===== src/rtl/a2b_pkg.sv =====
// Shared constants and types for the 2-share A2B sequencer: widths, pool layout, FSM states.
package a2b_pkg;
  localparam int K       = 16;
  localparam int RND_W   = 32;
  localparam int RND_TOT = 5 * K - 3;
  localparam int NWORDS  = (RND_TOT + RND_W - 1) / RND_W;
  localparam int WCNT_W  = $clog2(NWORDS + 1);

  // Slice offsets of each randomness field inside the pool.
  localparam int R0_LSB  = 0;
  localparam int R1_LSB  = K;
  localparam int RXY_LSB = 2 * K;
  localparam int RXC_LSB = 3 * K - 1;
  localparam int RYC_LSB = 4 * K - 2;

  typedef enum logic [1:0] {
    ST_IDLE  = 2'd0,
    ST_START = 2'd1,
    ST_LOAD  = 2'd2,
    ST_BUSY  = 2'd3
  } state_e;
endpackage


===== src/rtl/a2b_share_sequencer_if.sv =====
// Bus bundle for the A2B sequencer: share input, TRNG stream, converter link, result output.
interface a2b_share_sequencer_if;
  import a2b_pkg::*;

  // Every valid/ready pair: a transfer happens on a rising clock edge where both are high;
  // the sender holds data stable while valid is high and ready is low.
  logic           in_valid_i;
  logic           in_ready_o;
  logic [K-1:0]   a0_i;
  logic [K-1:0]   a1_i;

  logic           rnd_valid_i;
  logic           rnd_ready_o;
  logic [RND_W-1:0] rnd_i;

  logic           conv_start_o;
  logic [K-1:0]   conv_a0_o;
  logic [K-1:0]   conv_a1_o;
  logic [K-1:0]   conv_r0_o;
  logic [K-1:0]   conv_r1_o;
  logic [K-2:0]   conv_rxy_o;
  logic [K-2:0]   conv_rxc_o;
  logic [K-2:0]   conv_ryc_o;
  logic           conv_finish_i;
  logic [K-1:0]   conv_b0_i;
  logic [K-1:0]   conv_b1_i;

  logic           out_valid_o;
  logic           out_ready_i;
  logic [K-1:0]   b0_o;
  logic [K-1:0]   b1_o;

  logic           busy_o;
  logic           rnd_err_o;
  state_e         dbg_state_o;

  modport slave (
    input  in_valid_i, a0_i, a1_i, rnd_valid_i, rnd_i,
           conv_finish_i, conv_b0_i, conv_b1_i, out_ready_i,
    output in_ready_o, rnd_ready_o, conv_start_o, conv_a0_o, conv_a1_o,
           conv_r0_o, conv_r1_o, conv_rxy_o, conv_rxc_o, conv_ryc_o,
           out_valid_o, b0_o, b1_o, busy_o, rnd_err_o, dbg_state_o
  );

  modport master (
    output in_valid_i, a0_i, a1_i, rnd_valid_i, rnd_i,
           conv_finish_i, conv_b0_i, conv_b1_i, out_ready_i,
    input  in_ready_o, rnd_ready_o, conv_start_o, conv_a0_o, conv_a1_o,
           conv_r0_o, conv_r1_o, conv_rxy_o, conv_rxc_o, conv_ryc_o,
           out_valid_o, b0_o, b1_o, busy_o, rnd_err_o, dbg_state_o
  );
endinterface


===== src/rtl/a2b_rnd_pool.sv =====
// Randomness pool: packs TRNG words into RND_TOT bits, counts words, optional repetition test.
// Optional health check enabled by defining A2B_RND_HEALTH_EN.
module a2b_rnd_pool
  import a2b_pkg::*;
(
  input  logic               clk_i,
  input  logic               rst_i,
  input  logic               rnd_valid_i,
  input  logic [RND_W-1:0]   rnd_i,
  input  logic               consume_i,
  output logic               rnd_ready_o,
  output logic               full_o,
  output logic [RND_TOT-1:0] pool_o,
  output logic               rnd_err_o
);
  logic [WCNT_W-1:0]  wcnt_q;
  logic [RND_TOT-1:0] pool_q;
  logic               take;
  logic               store;

  assign rnd_ready_o = (wcnt_q < WCNT_W'(NWORDS));
  assign full_o      = (wcnt_q == WCNT_W'(NWORDS));
  assign take        = rnd_valid_i & rnd_ready_o;
  assign pool_o      = pool_q;

`ifdef A2B_RND_HEALTH_EN
  logic [RND_W-1:0] prev_q;
  logic             err_q;
  logic             repeat_word;

  // A word identical to the last one taken is swallowed; prev starts at 0.
  assign repeat_word = (rnd_i == prev_q);
  assign store       = take & ~repeat_word;
  assign rnd_err_o   = err_q;

  always_ff @(posedge clk_i or posedge rst_i) begin
    if (rst_i) begin
      prev_q <= '0;
      err_q  <= 1'b0;
    end else if (take) begin
      prev_q <= rnd_i;
      if (repeat_word) err_q <= 1'b1;
    end
  end
`else
  assign store     = take;
  assign rnd_err_o = 1'b0;
`endif

  always_ff @(posedge clk_i or posedge rst_i) begin
    if (rst_i) begin
      wcnt_q <= '0;
    end else if (consume_i) begin
      wcnt_q <= '0;
    end else if (store) begin
      wcnt_q <= wcnt_q + 1'b1;
    end
  end

  // Word j lands in pool[j*RND_W +: RND_W]; bits past RND_TOT-1 are dropped.
  always_ff @(posedge clk_i or posedge rst_i) begin
    if (rst_i) begin
      pool_q <= '0;
    end else if (store) begin
      for (int i = 0; i < RND_TOT; i++) begin
        if (wcnt_q == WCNT_W'(i / RND_W)) pool_q[i] <= rnd_i[i % RND_W];
      end
    end
  end
endmodule


===== src/rtl/a2b_share_sequencer.sv =====
// Feeds the 2-share A2B converter with operands and fresh randomness and drains its result.
// Optional randomness repetition test enabled by defining A2B_RND_HEALTH_EN.
module a2b_share_sequencer
  import a2b_pkg::*;
(
  input  logic                  clk_i,
  input  logic                  rst_i,
  a2b_share_sequencer_if.slave  bus
);
  state_e             state_q, state_d;
  logic               pool_full;
  logic [RND_TOT-1:0] pool;
  logic               in_ready;
  logic               accept;

  logic [K-1:0] conv_a0_q, conv_a1_q, conv_r0_q, conv_r1_q;
  logic [K-2:0] conv_rxy_q, conv_rxc_q, conv_ryc_q;
  logic [K-1:0] b0_q, b1_q;
  logic         out_valid_q;

  a2b_rnd_pool u_pool (
    .clk_i       (clk_i),
    .rst_i       (rst_i),
    .rnd_valid_i (bus.rnd_valid_i),
    .rnd_i       (bus.rnd_i),
    .consume_i   (accept),
    .rnd_ready_o (bus.rnd_ready_o),
    .full_o      (pool_full),
    .pool_o      (pool),
    .rnd_err_o   (bus.rnd_err_o)
  );

  // A pending result blocks acceptance, so a job never starts in a result-handshake cycle.
  assign in_ready = (state_q == ST_IDLE) & pool_full & ~out_valid_q;
  assign accept   = in_ready & bus.in_valid_i;

  always_ff @(posedge clk_i or posedge rst_i) begin
    if (rst_i) state_q <= ST_IDLE;
    else       state_q <= state_d;
  end

  always_comb begin
    state_d = state_q;
    case (state_q)
      ST_IDLE:  if (accept) state_d = ST_START;
      ST_START: state_d = ST_LOAD;
      ST_LOAD:  state_d = ST_BUSY;
      ST_BUSY:  if (bus.conv_finish_i) state_d = ST_IDLE;
      default:  state_d = ST_IDLE;
    endcase
  end

  // Operands and randomness are frozen at acceptance and held until the next one.
  always_ff @(posedge clk_i or posedge rst_i) begin
    if (rst_i) begin
      conv_a0_q  <= '0;
      conv_a1_q  <= '0;
      conv_r0_q  <= '0;
      conv_r1_q  <= '0;
      conv_rxy_q <= '0;
      conv_rxc_q <= '0;
      conv_ryc_q <= '0;
    end else if (accept) begin
      conv_a0_q  <= bus.a0_i;
      conv_a1_q  <= bus.a1_i;
      conv_r0_q  <= pool[R0_LSB  +: K];
      conv_r1_q  <= pool[R1_LSB  +: K];
      conv_rxy_q <= pool[RXY_LSB +: K-1];
      conv_rxc_q <= pool[RXC_LSB +: K-1];
      conv_ryc_q <= pool[RYC_LSB +: K-1];
    end
  end

  always_ff @(posedge clk_i or posedge rst_i) begin
    if (rst_i) begin
      b0_q        <= '0;
      b1_q        <= '0;
      out_valid_q <= 1'b0;
    end else if ((state_q == ST_BUSY) && bus.conv_finish_i) begin
      b0_q        <= bus.conv_b0_i;
      b1_q        <= bus.conv_b1_i;
      out_valid_q <= 1'b1;
    end else if (out_valid_q && bus.out_ready_i) begin
      out_valid_q <= 1'b0;
    end
  end

  assign bus.in_ready_o   = in_ready;
  assign bus.conv_start_o = (state_q == ST_START);
  assign bus.conv_a0_o    = conv_a0_q;
  assign bus.conv_a1_o    = conv_a1_q;
  assign bus.conv_r0_o    = conv_r0_q;
  assign bus.conv_r1_o    = conv_r1_q;
  assign bus.conv_rxy_o   = conv_rxy_q;
  assign bus.conv_rxc_o   = conv_rxc_q;
  assign bus.conv_ryc_o   = conv_ryc_q;
  assign bus.out_valid_o  = out_valid_q;
  assign bus.b0_o         = b0_q;
  assign bus.b1_o         = b1_q;
  assign bus.busy_o       = (state_q != ST_IDLE);
  assign bus.dbg_state_o  = state_q;
endmodule


===== src/flat_wrapper.sv =====
// flat-port wrapper written by rule: the top's interface ports become plain ports
module a2b_share_sequencer_flat import a2b_pkg::*;
  (clk_i, rst_i, bus_in_valid_i, bus_a0_i, bus_a1_i, bus_rnd_valid_i, bus_rnd_i, bus_conv_finish_i, bus_conv_b0_i, bus_conv_b1_i, bus_out_ready_i, bus_in_ready_o, bus_rnd_ready_o, bus_conv_start_o, bus_conv_a0_o, bus_conv_a1_o, bus_conv_r0_o, bus_conv_r1_o, bus_conv_rxy_o, bus_conv_rxc_o, bus_conv_ryc_o, bus_out_valid_o, bus_b0_o, bus_b1_o, bus_busy_o, bus_rnd_err_o, bus_dbg_state_o);
  a2b_share_sequencer_if bus_i ();
  input  logic clk_i;
  input  logic rst_i;
  input wire logic [$bits(bus_i.in_valid_i)-1:0] bus_in_valid_i;
  input wire logic [$bits(bus_i.a0_i)-1:0] bus_a0_i;
  input wire logic [$bits(bus_i.a1_i)-1:0] bus_a1_i;
  input wire logic [$bits(bus_i.rnd_valid_i)-1:0] bus_rnd_valid_i;
  input wire logic [$bits(bus_i.rnd_i)-1:0] bus_rnd_i;
  input wire logic [$bits(bus_i.conv_finish_i)-1:0] bus_conv_finish_i;
  input wire logic [$bits(bus_i.conv_b0_i)-1:0] bus_conv_b0_i;
  input wire logic [$bits(bus_i.conv_b1_i)-1:0] bus_conv_b1_i;
  input wire logic [$bits(bus_i.out_ready_i)-1:0] bus_out_ready_i;
  output wire logic [$bits(bus_i.in_ready_o)-1:0] bus_in_ready_o;
  output wire logic [$bits(bus_i.rnd_ready_o)-1:0] bus_rnd_ready_o;
  output wire logic [$bits(bus_i.conv_start_o)-1:0] bus_conv_start_o;
  output wire logic [$bits(bus_i.conv_a0_o)-1:0] bus_conv_a0_o;
  output wire logic [$bits(bus_i.conv_a1_o)-1:0] bus_conv_a1_o;
  output wire logic [$bits(bus_i.conv_r0_o)-1:0] bus_conv_r0_o;
  output wire logic [$bits(bus_i.conv_r1_o)-1:0] bus_conv_r1_o;
  output wire logic [$bits(bus_i.conv_rxy_o)-1:0] bus_conv_rxy_o;
  output wire logic [$bits(bus_i.conv_rxc_o)-1:0] bus_conv_rxc_o;
  output wire logic [$bits(bus_i.conv_ryc_o)-1:0] bus_conv_ryc_o;
  output wire logic [$bits(bus_i.out_valid_o)-1:0] bus_out_valid_o;
  output wire logic [$bits(bus_i.b0_o)-1:0] bus_b0_o;
  output wire logic [$bits(bus_i.b1_o)-1:0] bus_b1_o;
  output wire logic [$bits(bus_i.busy_o)-1:0] bus_busy_o;
  output wire logic [$bits(bus_i.rnd_err_o)-1:0] bus_rnd_err_o;
  output wire logic [$bits(bus_i.dbg_state_o)-1:0] bus_dbg_state_o;
  assign bus_i.in_valid_i = bus_in_valid_i;
  assign bus_i.a0_i = bus_a0_i;
  assign bus_i.a1_i = bus_a1_i;
  assign bus_i.rnd_valid_i = bus_rnd_valid_i;
  assign bus_i.rnd_i = bus_rnd_i;
  assign bus_i.conv_finish_i = bus_conv_finish_i;
  assign bus_i.conv_b0_i = bus_conv_b0_i;
  assign bus_i.conv_b1_i = bus_conv_b1_i;
  assign bus_i.out_ready_i = bus_out_ready_i;
  assign bus_in_ready_o = bus_i.in_ready_o;
  assign bus_rnd_ready_o = bus_i.rnd_ready_o;
  assign bus_conv_start_o = bus_i.conv_start_o;
  assign bus_conv_a0_o = bus_i.conv_a0_o;
  assign bus_conv_a1_o = bus_i.conv_a1_o;
  assign bus_conv_r0_o = bus_i.conv_r0_o;
  assign bus_conv_r1_o = bus_i.conv_r1_o;
  assign bus_conv_rxy_o = bus_i.conv_rxy_o;
  assign bus_conv_rxc_o = bus_i.conv_rxc_o;
  assign bus_conv_ryc_o = bus_i.conv_ryc_o;
  assign bus_out_valid_o = bus_i.out_valid_o;
  assign bus_b0_o = bus_i.b0_o;
  assign bus_b1_o = bus_i.b1_o;
  assign bus_busy_o = bus_i.busy_o;
  assign bus_rnd_err_o = bus_i.rnd_err_o;
  assign bus_dbg_state_o = bus_i.dbg_state_o;
  a2b_share_sequencer u_core (.clk_i(clk_i), .rst_i(rst_i), .bus(bus_i));
endmodule

===== config.mk =====
export PLATFORM = sky130hd
export DESIGN_NAME = a2b_share_sequencer_flat
export DESIGN_NICKNAME = d
export VERILOG_FILES = /design/src/rtl/a2b_pkg.sv /design/src/rtl/a2b_share_sequencer_if.sv /design/src/rtl/a2b_rnd_pool.sv /design/src/rtl/a2b_share_sequencer.sv /design/src/flat_wrapper.sv
export SDC_FILE = /design/constraint.sdc
export NUM_CORES = 1
export LEC_CHECK = 0
export CORE_AREA = 2 2 136 151
export DETAILED_ROUTE_END_ITERATION = 16
export DIE_AREA = 0 0 138 153
export PLACE_DENSITY = 0.77
export SKIP_CTS_REPAIR_TIMING = 1
export SLEW_MARGIN = 10
export SYNTH_ARGS = -nofsm -noshare
export SYNTH_HDL_FRONTEND = slang
export SYNTH_SLANG_ARGS = --single-unit

===== constraint.sdc =====
create_clock -name clk_i -period 16.1 [get_ports clk_i]
set_input_delay 3.22 -clock clk_i [delete_from_list [all_inputs] [get_ports clk_i]]
set_output_delay 3.22 -clock clk_i [all_outputs]
set_load 0.02 [all_outputs]

==> results of run 1 <==
worst max-delay path, cell delays in order:
cell and delay [ps]:
clkdlybuf4s50_1 450, nand4b_1 110, buf_4 840, buf_4 890
mux2_2 420
cell usage after synthesis:
| library cell | instances |
|---|---|
| nor3_1 | 1 |
| mux2i_1 | 1 |
| inv_1 | 8 |
| o21ai_0 | 1 |
| nor2b_1 | 1 |
| buf_6 | 2 |
| a21oi_1 | 2 |
| ha_1 | 9 |
| dfrtp_1 | 223 |
| nand2b_1 | 1 |
| xnor2_1 | 1 |
| conb_1 | 1 |
| nor2_1 | 1 |
| buf_4 | 5 |
| buf_8 | 9 |
| nand4b_1 | 1 |
| mux2_2 | 120 |
| mux2_4 | 100 |
| nand3b_1 | 1 |
| nor2b_4 | 1 |
| buf_2 | 7 |
| nand2_1 | 4 |
routing by layer:
metal | track usage | vias up | routed length [microns] | share of wire
met2 | 0.315 | 166 | 9780 | 0.51
li1 | - | 2245 | - | -
met4 | 0.0398 | 0 | 228 | 0.012
met5 | 0 | - | 0 | 0
met1 | 0.220 | 2588 | 7690 | 0.40
met3 | 0.0476 | 17 | 1310 | 0.069
power groups by stage:
stage | combinational (mW) | sequential, mW | clock, mW
global placement | 1.11 | 0.982 | 0
global route | 1.19 | 1.03 | 0.556
CTS | 1.15 | 0.999 | 0.531
floorplan | 0.461 | 1.18 | 0
detailed placement | 1.14 | 1.00 | 0
finish | 1.13 | 0.996 | 0.516
worst paths after layout:
kind | end | depth (start not counted) | slack [ps]
worst max-delay path | u_core.bus.conv_ryc_o[12]$_DFFE_PP0P_ | 5 | 10480
worst min-delay path | u_core.bus.conv_rxy_o[5]$_DFFE_PP0P_ | 1 | 490
worst max register to register | u_core.bus.conv_ryc_o[12]$_DFFE_PP0P_ | 6 | 12870
worst min register to register | u_core.bus.conv_rxy_o[5]$_DFFE_PP0P_ | 1 | 490
max in group asynchronous | u_core.bus.conv_a0_o[7]$_DFFE_PP0P_ | 3 | 11250
min in group asynchronous | u_core.bus.conv_a1_o[7]$_DFFE_PP0P_ | 2 | 3370
flip-flops by register name, summed over array words and instances (netlist names), 15 cells and up:
register	flops
u_core.u_pool.pool_o	77
u_core.bus.b0_o	16
u_core.bus.b1_o	16
u_core.bus.conv_a0_o	16
u_core.bus.conv_a1_o	16
u_core.bus.conv_r0_o	16
u_core.bus.conv_r1_o	16
u_core.bus.conv_rxc_o	15
u_core.bus.conv_rxy_o	15
u_core.bus.conv_ryc_o	15
layout make-up:
| cell class | instances | area [sq um] | area share |
|---|---|---|---|
| clock inverter | 5 | 45.0 | 0.00367 |
| timing repair buffer | 252 | 2510 | 0.205 |
| sequential | 223 | 5580 | 0.455 |
| clock buffer | 36 | 704 | 0.0574 |
| tap | 252 | 315 | 0.0257 |
| antenna | 1 | 2.50 | 0.000204 |
| multi-input combinational | 246 | 3080 | 0.251 |
| inverter | 8 | 37.5 | 0.00306 |
kinds of logic (layout without fill, tap and decap cells):
| family | Yosys count | count (layout) |
|---|---|---|
| buffers and inverters | 31 | 301 |
| adder cells (fa/ha/maj) | 9 | 9 |
| AO/OA/AOI/OAI | 3 | 3 |
| AND/OR/NAND/NOR | 11 | 11 |
| other | 1 | 2 |
| XOR/XNOR | 1 | 1 |
| multiplexers | 221 | 221 |
| flip-flops | 223 | 223 |
stage by stage:
stage	area [sq um]	total power, mW	utilization	setup WS, ps	instances
floorplan	8910	1.64	-	6770	500
global placement	11500	2.09	0.588	10070	981
detailed placement	11500	2.14	0.588	9950	981
CTS	12300	2.68	0.626	10500	1022
global route	12300	2.77	0.626	10370	1022
finish	12300	2.64	0.627	10480	1023
==> results.md, run 1 <==
* IO Pins at 251
* Setup Skew at 16.3 ps
* Post-synthesis mux area share at 0.321
* H-tree levels at 1
* CP required at 16500 ps
* Worst-path fanout max at 59
* Critical R2R Launch: u_core.bus.dbg_state_o[0]$_DFFE_PP0P_
* CTS sink cnt at 223
* Commonest cells after routing, fill and taps aside: 249 x clkdlybuf4s50_1, 223 x dfrtp_1, 120 x mux2_2
* Fraction of power consumed by sequential logic at 0.377
* Sw Ratio at 0.321
* Maximum VDD drop at 0.145 mV
* Pint at 1.79 mW
* Die area at 21100 sq um
* Layout area overhead at 37.8%
* CTS Root Cell: clkbuf_16
* Starting Density at 0.455
* Power share of the clock group at 0.195
* Arr. time, crit path at 6020 ps
* Die Span X at 138 microns
* TritonRoute pass-1 iters at 4
* Simple-Gate Fraction of Synth Area at 0.00744
* Fill cells at 1418
* Total track usage at 0.178
* Register area share after synthesis at 0.626
* Syn. warnings at 0
* Setup_tns at 0 ps
* Largest area contributor in the netlist: dfrtp_1
* Vias at 5016
* Flops & latches, synth at 223
* Mapped Area at 8910 sq um
* Switching pwr at 0.847 mW
* DP HPWL at 12800 microns
* Row cnt at 54
* Status: finished, final reports clean
* Minimum clock period at 5620 ps
* Least-Margin Pin Slew at 1110 ps
* Synthesized area per cell at 17.8 sq um
* Worst hold-check path type: reg -> reg
* Clock-pin slew on the worst setup and hold paths at 60 ps
* Largest family of logic cells by synthesized area: multiplexers
* Synth Area in Compound Gates at 0.00169
* Share of cells above drive strength 1 at 0.343
* CTS tree: yes
* Maximum clock frequency at 178 MHz
* Routability cong. at 0.779
* First-pass GRT wire length at 30700 microns
* Die height at 153 microns
* Antenna viol nets, final at 0
* Combinational Power Share at 0.427
* Hold Vio Cnt, Final at 0
* Maxcap violations at 0
* Leakage at 5.69 nW
* Gate Count Post-Synth at 500
* Clk_lat worst skew at 510 ps
* Largest cells by area after synthesis: dfrtp_1 63%, mux2_4 17%, mux2_2 15%
* Vias in the first global route at 5676
* Cell variety after synth at 22
* RSZ-0062 raised after global routing: false
* DRT iter0 DRCs at 210
* Setup violations, final at 0
* DR vias/cell at 4.90
* CP startpoint kind: input pin
* Nets@finish at 865
* Critical Path End Type: flip-flop
* Setup CP Type: in -> reg
* Final worst path period share at 0.349
* Xor and xnor area share after synthesis at 0.000983
* PD cells at 215 nW/um^2
* Core outline area at 19600 sq um
* Overflow after GRT at 0
* Largest net degree at the start of global routing at 157
* DRC at 0
* Most common cell after layout, fill and taps aside: clkdlybuf4s50_1
* Adder-cell share of the synthesized area at 0.0126
* Syn_nets at 611
* Port bufs at 249
* Crit path from: bus_in_valid_i
* Hold_sp: u_core.u_pool.pool_o[37]$_DFFE_PP0P_
* Clock Path Buffers at 3
* CTS Buf Count at 23
* Post-Route WL at 19000 microns
* Initial antenna violation count at 1
* Pins Over Slew Limit at 0
* Top-area cell type share of the netlist area at 0.626
* WHS at 492 ps
* Rel. slew slack at 0.262
* Post-DR wirelength/cell at 18.6 microns
No activity file was read; power rests on OpenSTA's default activity.
==> inputs of run 2 (changes only) <==
--- a/config.mk
+++ b/config.mk
@@ -5,10 +5,10 @@
 export SDC_FILE = /design/constraint.sdc
 export NUM_CORES = 1
 export LEC_CHECK = 0
-export CORE_AREA = 2 2 136 151
+export CORE_AREA = 2 2 141 156
 export DETAILED_ROUTE_END_ITERATION = 16
-export DIE_AREA = 0 0 138 153
-export PLACE_DENSITY = 0.77
+export DIE_AREA = 0 0 143 158
+export PLACE_DENSITY = 0.75
 export SKIP_CTS_REPAIR_TIMING = 1
 export SLEW_MARGIN = 10
 export SYNTH_ARGS = -nofsm -noshare
==> constraint.sdc (replaced) <==
create_clock -name clk_i -period 4.8 [get_ports clk_i]
set_input_delay 0.96 -clock clk_i [delete_from_list [all_inputs] [get_ports clk_i]]
set_output_delay 0.96 -clock clk_i [all_outputs]
set_load 0.02 [all_outputs]
==> results.md, run 2 (same netlist as run 1, synthesis figures left out) <==
* Critical Path End Type: output port (was flip-flop)
* Worst hold-check path type: reg -> reg (unchanged)
* Power share of the clock group at 0.194 (was 0.195)
* Overflow after GRT at 0 (unchanged)
* Clock Path Buffers at 3 (unchanged)
* Combinational Power Share at 0.427 (about the same)
* Setup CP Type: reg -> out (was in -> reg)
* Sw Ratio at 0.321 (about the same)
* Row cnt at 56 (was 54)
* Pins Over Slew Limit at 0 (unchanged)
* Setup Skew at 7.13 ps (was 16.3 ps)
* Core outline area at 21100 sq um (was 19600 sq um)
* Fill cells at 1602 (was 1418)
* Arr. time, crit path at 2260 ps (was 6020 ps)
* Layout area overhead at 39.7% (was 37.8%)
* PD cells at 712 nW/um^2 (was 215 nW/um^2)
* Routability cong. at 0.715 (was 0.779)
* CTS tree: yes (unchanged)
* Worst-path fanout max at 4 (was 59)
* Nets@finish at 873 (was 865)
* Total track usage at 0.171 (was 0.178)
* Antenna viol nets, final at 0 (unchanged)
* Vias in the first global route at 5767 (was 5676)
* DR vias/cell at 4.69 (was 4.90)
* Clk_lat worst skew at 510 ps (about the same)
* Switching pwr at 2.84 mW (was 0.847 mW)
* Starting Density at 0.422 (was 0.455)
* Vias at 5028 (was 5016)
* Share of cells above drive strength 1 at 0.349 (was 0.343)
* Post-Route WL at 19300 microns (was 19000 microns)
* CTS Buf Count at 24 (was 23)
* CP startpoint kind: flip-flop (was input pin)
* H-tree levels at 1 (unchanged)
* Port bufs at 249 (unchanged)
* Worst reg-to-reg path cell count at 5 (was 6)
* First-pass GRT wire length at 30600 microns (was 30700 microns)
* DRT iter0 DRCs at 133 (was 210)
* DP HPWL at 13700 microns (was 12800 microns)
* Maximum VDD drop at 0.393 mV (was 0.145 mV)
* Setup violations, final at 0 (unchanged)
* Initial antenna violation count at 1 (unchanged)
* DRC at 0 (unchanged)
* Maxcap violations at 0 (unchanged)
* CTS sink cnt at 223 (unchanged)
* Pint at 6.01 mW (was 1.79 mW)
* Hold_sp: u_core.u_pool.pool_o[23]$_DFFE_PP0P_ (was u_core.u_pool.pool_o[37]$_DFFE_PP0P_)
* Final worst path period share at 0.671
* Most common cell after layout, fill and taps aside: clkdlybuf4s50_1 (unchanged)
* Die Span X at 143 microns (was 138 microns)
* Fraction of power consumed by sequential logic at 0.380 (was 0.377)
* Hold Vio Cnt, Final at 0 (unchanged)
* CP required at 3840 ps (was 16500 ps)
* Least-Margin Pin Slew at 969 ps (was 1110 ps)
* Maximum clock frequency at 310 MHz
* TritonRoute pass-1 iters at 4 (unchanged)
* Hold worst-path end: u_core.bus.conv_r1_o[7]$_DFFE_PP0P_ (was u_core.bus.conv_rxy_o[5]$_DFFE_PP0P_)
* Leakage at 5.76 nW (was 5.69 nW)
* Largest net degree at the start of global routing at 73 (was 157)
* Rel. slew slack at 0.352 (was 0.262)
* Clock-pin slew on the worst setup and hold paths at 60 ps (about the same)
* RSZ-0062 raised after global routing: false (unchanged)
* Post-DR wirelength/cell at 18.0 microns (was 18.6 microns)
* Die area at 22600 sq um (was 21100 sq um)
* Hold path depth at 1 (unchanged)
* Critical R2R Launch: u_core.bus.dbg_state_o[0]$_DFFE_PP0P_ (unchanged)
* Setup_tns at 0 ps (unchanged)
* Minimum clock period at 3220 ps
* Die height at 158 microns (was 153 microns)
* Worst setup margin at 1580 ps (was 10480 ps)
* Status: finished, final reports clean (unchanged)
* Setup slack, reg-to-reg at 2440 ps (was 12870 ps)
* Dpl ws at 1690 ps (was 9950 ps)
* IO Pins at 251 (unchanged)
* Worst flop-to-flop path endpoint: u_core.bus.conv_ryc_o[1]$_DFFE_PP0P_ (was u_core.bus.conv_ryc_o[12]$_DFFE_PP0P_)
* Commonest cells after routing, fill and taps aside: 249 x clkdlybuf4s50_1, 223 x dfrtp_1, 120 x mux2_2 (unchanged)
* CTS Root Cell: clkbuf_16 (unchanged)
* Largest register FFs at 77 (unchanged)
-- run 2: cell types whose count changed in the layout (fill, tap and decap cells not counted), moves of 2 or more --
cell      delta
clkinv_2     +5
clkbuf_8     -3
buf_12       +6
clkbuf_1     +2
-- run 2: layer usage --
metal	track usage	part of all wire
met1	0.199	0.39
met2	0.308	0.51
met3	0.0493	0.080
met4	0.0438	0.015
met5	0	0
-- run 2: stage by stage --
| step | util | hold slack (ps) | cells | cell area, sq um | total power, mW |
|---|---|---|---|---|---|
| 2_1_floorplan | - | 475 | 500 | 8910 | 5.50 |
| 4_1_cts | 0.590 | 498 | 1070 | 12400 | 8.98 |
| 3_3_place_gp | 0.554 | 482 | 1026 | 11700 | 7.04 |
| 5_1_grt | 0.590 | 515 | 1070 | 12400 | 9.34 |
| 3_5_place_dp | 0.554 | 490 | 1026 | 11700 | 7.21 |
| 6_report | 0.590 | 493 | 1071 | 12400 | 8.86 |
-- run 2: area by class of cell --
| cell class | instances | area, sq um | share of cell area |
|---|---|---|---|
| antenna | 1 | 2.50 | 0.000201 |
| clock buffer | 36 | 696 | 0.0559 |
| clock inverter | 8 | 51.3 | 0.00412 |
| inverter | 8 | 33.8 | 0.00271 |
| multi-input combinational | 246 | 3080 | 0.247 |
| sequential | 223 | 5580 | 0.448 |
| tap | 290 | 363 | 0.0292 |
| timing repair buffer | 259 | 2640 | 0.212 |
-- run 2: worst max path at each step --
stage / start / endpoint / slack (ps)
CTS: u_core.bus.dbg_state_o[0]$_DFFE_PP0P_ / bus_in_ready_o / 1530
global placement: bus_in_valid_i / u_core.bus.conv_rxy_o[2]$_DFFE_PP0P_ / 1760
global route: u_core.bus.dbg_state_o[0]$_DFFE_PP0P_ / bus_in_ready_o / 1410
floorplan: rst_i / u_core.bus.b0_o[0]$_DFFE_PP0P_ / 930
finish: u_core.bus.dbg_state_o[0]$_DFFE_PP0P_ / bus_in_ready_o / 1580
detailed placement: bus_in_valid_i / u_core.bus.conv_ryc_o[7]$_DFFE_PP0P_ / 1690
-- run 2: power groups by stage --
stage | clock network, mW | registers [mW] | logic (mW)
finish | 1.71 | 3.36 | 3.78
global route | 1.85 | 3.48 | 4.01
CTS | 1.77 | 3.37 | 3.84
detailed placement | 0 | 3.39 | 3.82
global placement | 0 | 3.32 | 3.72
floorplan | 0 | 3.96 | 1.55
-- run 2: critical path, cell delays in order, from the launching register on --
cell             delay (ps)
dfrtp_1                 420
inv_1                   140
ha_1                    220
inv_1                    70
nor3_1                  250
clkdlybuf4s50_1         670
==> inputs of run 3 (changes only) <==
--- a/config.mk
+++ b/config.mk
@@ -5,10 +5,10 @@
 export SDC_FILE = /design/constraint.sdc
 export NUM_CORES = 1
 export LEC_CHECK = 0
-export CORE_AREA = 2 2 141 156
+export CORE_AREA = 2 2 136 151
 export DETAILED_ROUTE_END_ITERATION = 16
-export DIE_AREA = 0 0 143 158
-export PLACE_DENSITY = 0.75
+export DIE_AREA = 0 0 138 153
+export PLACE_DENSITY = 0.77
 export SKIP_CTS_REPAIR_TIMING = 1
 export SLEW_MARGIN = 10
 export SYNTH_ARGS = -nofsm -noshare
==> constraint.sdc (replaced) <==
create_clock -name clk_i -period 3.3 [get_ports clk_i]
set_input_delay 0.66 -clock clk_i [delete_from_list [all_inputs] [get_ports clk_i]]
set_output_delay 0.66 -clock clk_i [all_outputs]
set_load 0.02 [all_outputs]
==> results.md, run 3 (same netlist as run 1, synthesis figures left out) <==
* Status: finished, final reports clean (unchanged)
* Vias at 5076 (was 5028)
* Vias in the first global route at 5753 (was 5767)
* Clock Path Buffers at 3 (unchanged)
* Minimum clock period at 2960 ps
* Initial antenna violation count at 1 (unchanged)
* Maximum clock frequency at 338 MHz
* Hold_sp: u_core.u_pool.pool_o[32]$_DFFE_PP0P_ (was u_core.u_pool.pool_o[23]$_DFFE_PP0P_)
* Die area at 21100 sq um (was 22600 sq um)
* DRC at 0 (unchanged)
* DR vias/cell at 4.93 (was 4.69)
* Critical Path End Type: output port (unchanged)
* WHS at 495 ps (was 493 ps)
* Worst reg-to-reg path cell count at 6 (was 5)
* Core outline area at 19600 sq um (was 21100 sq um)
* Setup Skew at 14.9 ps (was 7.13 ps)
* Pins Over Slew Limit at 0 (unchanged)
* Final worst path period share at 0.897
* Arr. time, crit path at 2300 ps (was 2260 ps)
* Final Power at 12.8 mW (was 8.86 mW)
* Nets@finish at 872 (was 873)
* Hold worst-path end: u_core.bus.conv_rxy_o[0]$_DFFE_PP0P_ (was u_core.bus.conv_r1_o[7]$_DFFE_PP0P_)
* Setup slack, reg-to-reg at 1190 ps (was 2440 ps)
* CP startpoint kind: flip-flop (unchanged)
* Port bufs at 249 (unchanged)
* Worst flop-to-flop path endpoint: u_core.bus.conv_rxy_o[2]$_DFFE_PP0P_ (was u_core.bus.conv_ryc_o[1]$_DFFE_PP0P_)
* TritonRoute pass-1 iters at 4 (unchanged)
* Worst path most repeated cell: inv_1 (unchanged)
* CP required at 2640 ps (was 3840 ps)
* Routability cong. at 0.802 (was 0.715)
* First-pass GRT wire length at 30800 microns (was 30600 microns)
* IO Pins at 251 (unchanged)
* Setup_tns at 0 ps (unchanged)
* H-tree levels at 1 (unchanged)
* Largest register FFs at 77 (unchanged)
* Row cnt at 54 (was 56)
* Hold Vio Cnt, Final at 0 (unchanged)
* Die Span X at 138 microns (was 143 microns)
* Die height at 153 microns (was 158 microns)
* Overflow after GRT at 0 (unchanged)
* CTS tree: yes (unchanged)
* Starting Density at 0.455 (was 0.422)
* Clk_lat worst skew at 500 ps (was 510 ps)
* Most common cell after layout, fill and taps aside: clkdlybuf4s50_1 (unchanged)
* Worst-path fanout max at 4 (unchanged)
* CTS Buf Count at 23 (was 24)
* Clock-pin slew on the worst setup and hold paths at 60 ps (about the same)
* Post-Route WL at 18600 microns (was 19300 microns)
* Maximum VDD drop at 0.620 mV (was 0.393 mV)
* Worst hold-check path type: reg -> reg (unchanged)
* RSZ-0062 raised after global routing: false (unchanged)
* Critical R2R Launch: u_core.bus.dbg_state_o[0]$_DFFE_PP0P_ (unchanged)
* Post-DR wirelength/cell at 18.1 microns (was 18.0 microns)
* Setup CP Type: reg -> out (unchanged)
* CTS Root Cell: clkbuf_16 (unchanged)
* Layout area overhead at 38.7% (was 39.7%)
* Layout Cells excl Fill at 1029 (was 1071)
* PD cells at 1040 nW/um^2 (was 712 nW/um^2)
* DRT iter0 DRCs at 179 (was 133)
* Leakage at 5.73 nW (was 5.76 nW)
* Antenna viol nets, final at 0 (unchanged)
* Final core utilization at 0.631 (was 0.590)
* Commonest cells after routing, fill and taps aside: 249 x clkdlybuf4s50_1, 223 x dfrtp_1, 120 x mux2_2 (unchanged)
* Total track usage at 0.178 (was 0.171)
* Share of cells above drive strength 1 at 0.343 (was 0.349)
* Slowest stage delay, CP at 670 ps (about the same)
* Hold path depth at 1 (unchanged)
* DP HPWL at 12900 microns (was 13700 microns)
* Setup violations, final at 0 (unchanged)
* Crit-path cells: inv_1 > ha_1 > inv_1 > nor3_1 > clkdlybuf4s50_1 (unchanged)
* CTS sink cnt at 223 (unchanged)
* Largest net degree at the start of global routing at 144 (was 73)
* Slowest-stage cell, CP: clkdlybuf4s50_1 (unchanged)
* Inst Count DP at 988 (was 1026)
* Rel. slew slack at 0.489 (was 0.352)
* Least-Margin Pin Slew at 767 ps (was 969 ps)
* Maxcap violations at 0 (unchanged)
-- run 3: cell types whose count changed in the layout (fill, tap and decap cells not counted), sizes merged --
| cell | previous run | this run |
|---|---|---|
| inv | 7 | 8 |
| clkinv | 8 | 2 |
| clkbuf | 36 | 37 |
-- run 3: layer usage --
layer  global-route usage  routed length (microns)  up-vias
li1                     -                        -     2260
met1                0.223                     7600     2589
met2                0.302                     9160      184
met3               0.0426                     1230       43
met4               0.0617                      605        0
met5                    0                        0        -
-- run 3: worst max path at each step --
stage	slack, ps	endpoint	startpoint
floorplan	-270	u_core.bus.b0_o[0]$_DFFE_PP0P_	rst_i
global placement	890	u_core.bus.conv_rxy_o[7]$_DFFE_PP0P_	bus_in_valid_i
detailed placement	840	u_core.bus.conv_a0_o[13]$_DFFE_PP0P_	bus_in_valid_i
CTS	330	bus_in_ready_o	u_core.bus.dbg_state_o[0]$_DFFE_PP0P_
global route	190	bus_in_ready_o	u_core.bus.dbg_state_o[0]$_DFFE_PP0P_
finish	340	bus_in_ready_o	u_core.bus.dbg_state_o[0]$_DFFE_PP0P_
-- run 3: critical path: cells and delay by family (launching register included) --
kind | cells | cell delay, ps
fa+ha+maj | 1 | 220
simple gates | 1 | 270
flops | 1 | 420
buf+inv | 3 | 890
-- run 3: layout make-up --
type                            instances  area [sq um]
Inverter                                8          33.8
Multi-Input combinational cell        246          3070
Tap cell                              252           315
Sequential cell                       223          5580
Timing Repair Buffer                  259          2640
Clock buffer                           37           688
Clock inverter                          3          18.8
Antenna cell                            1          2.50
Fill cell                            1452          7240
-- run 3: stage by stage --
step	setup slack (ps)	area [sq um]
floorplan	-270	8910
global placement	888	11600
detailed placement	844	11600
CTS	333	12400
global route	192	12400
finish	339	12400
-- run 3: where the power goes --
part           switching, mW  internal (mW)
Sequential             0.762           4.09
Clock                  0.997           1.42
Combinational           2.31           3.21
Total                   4.07           8.72
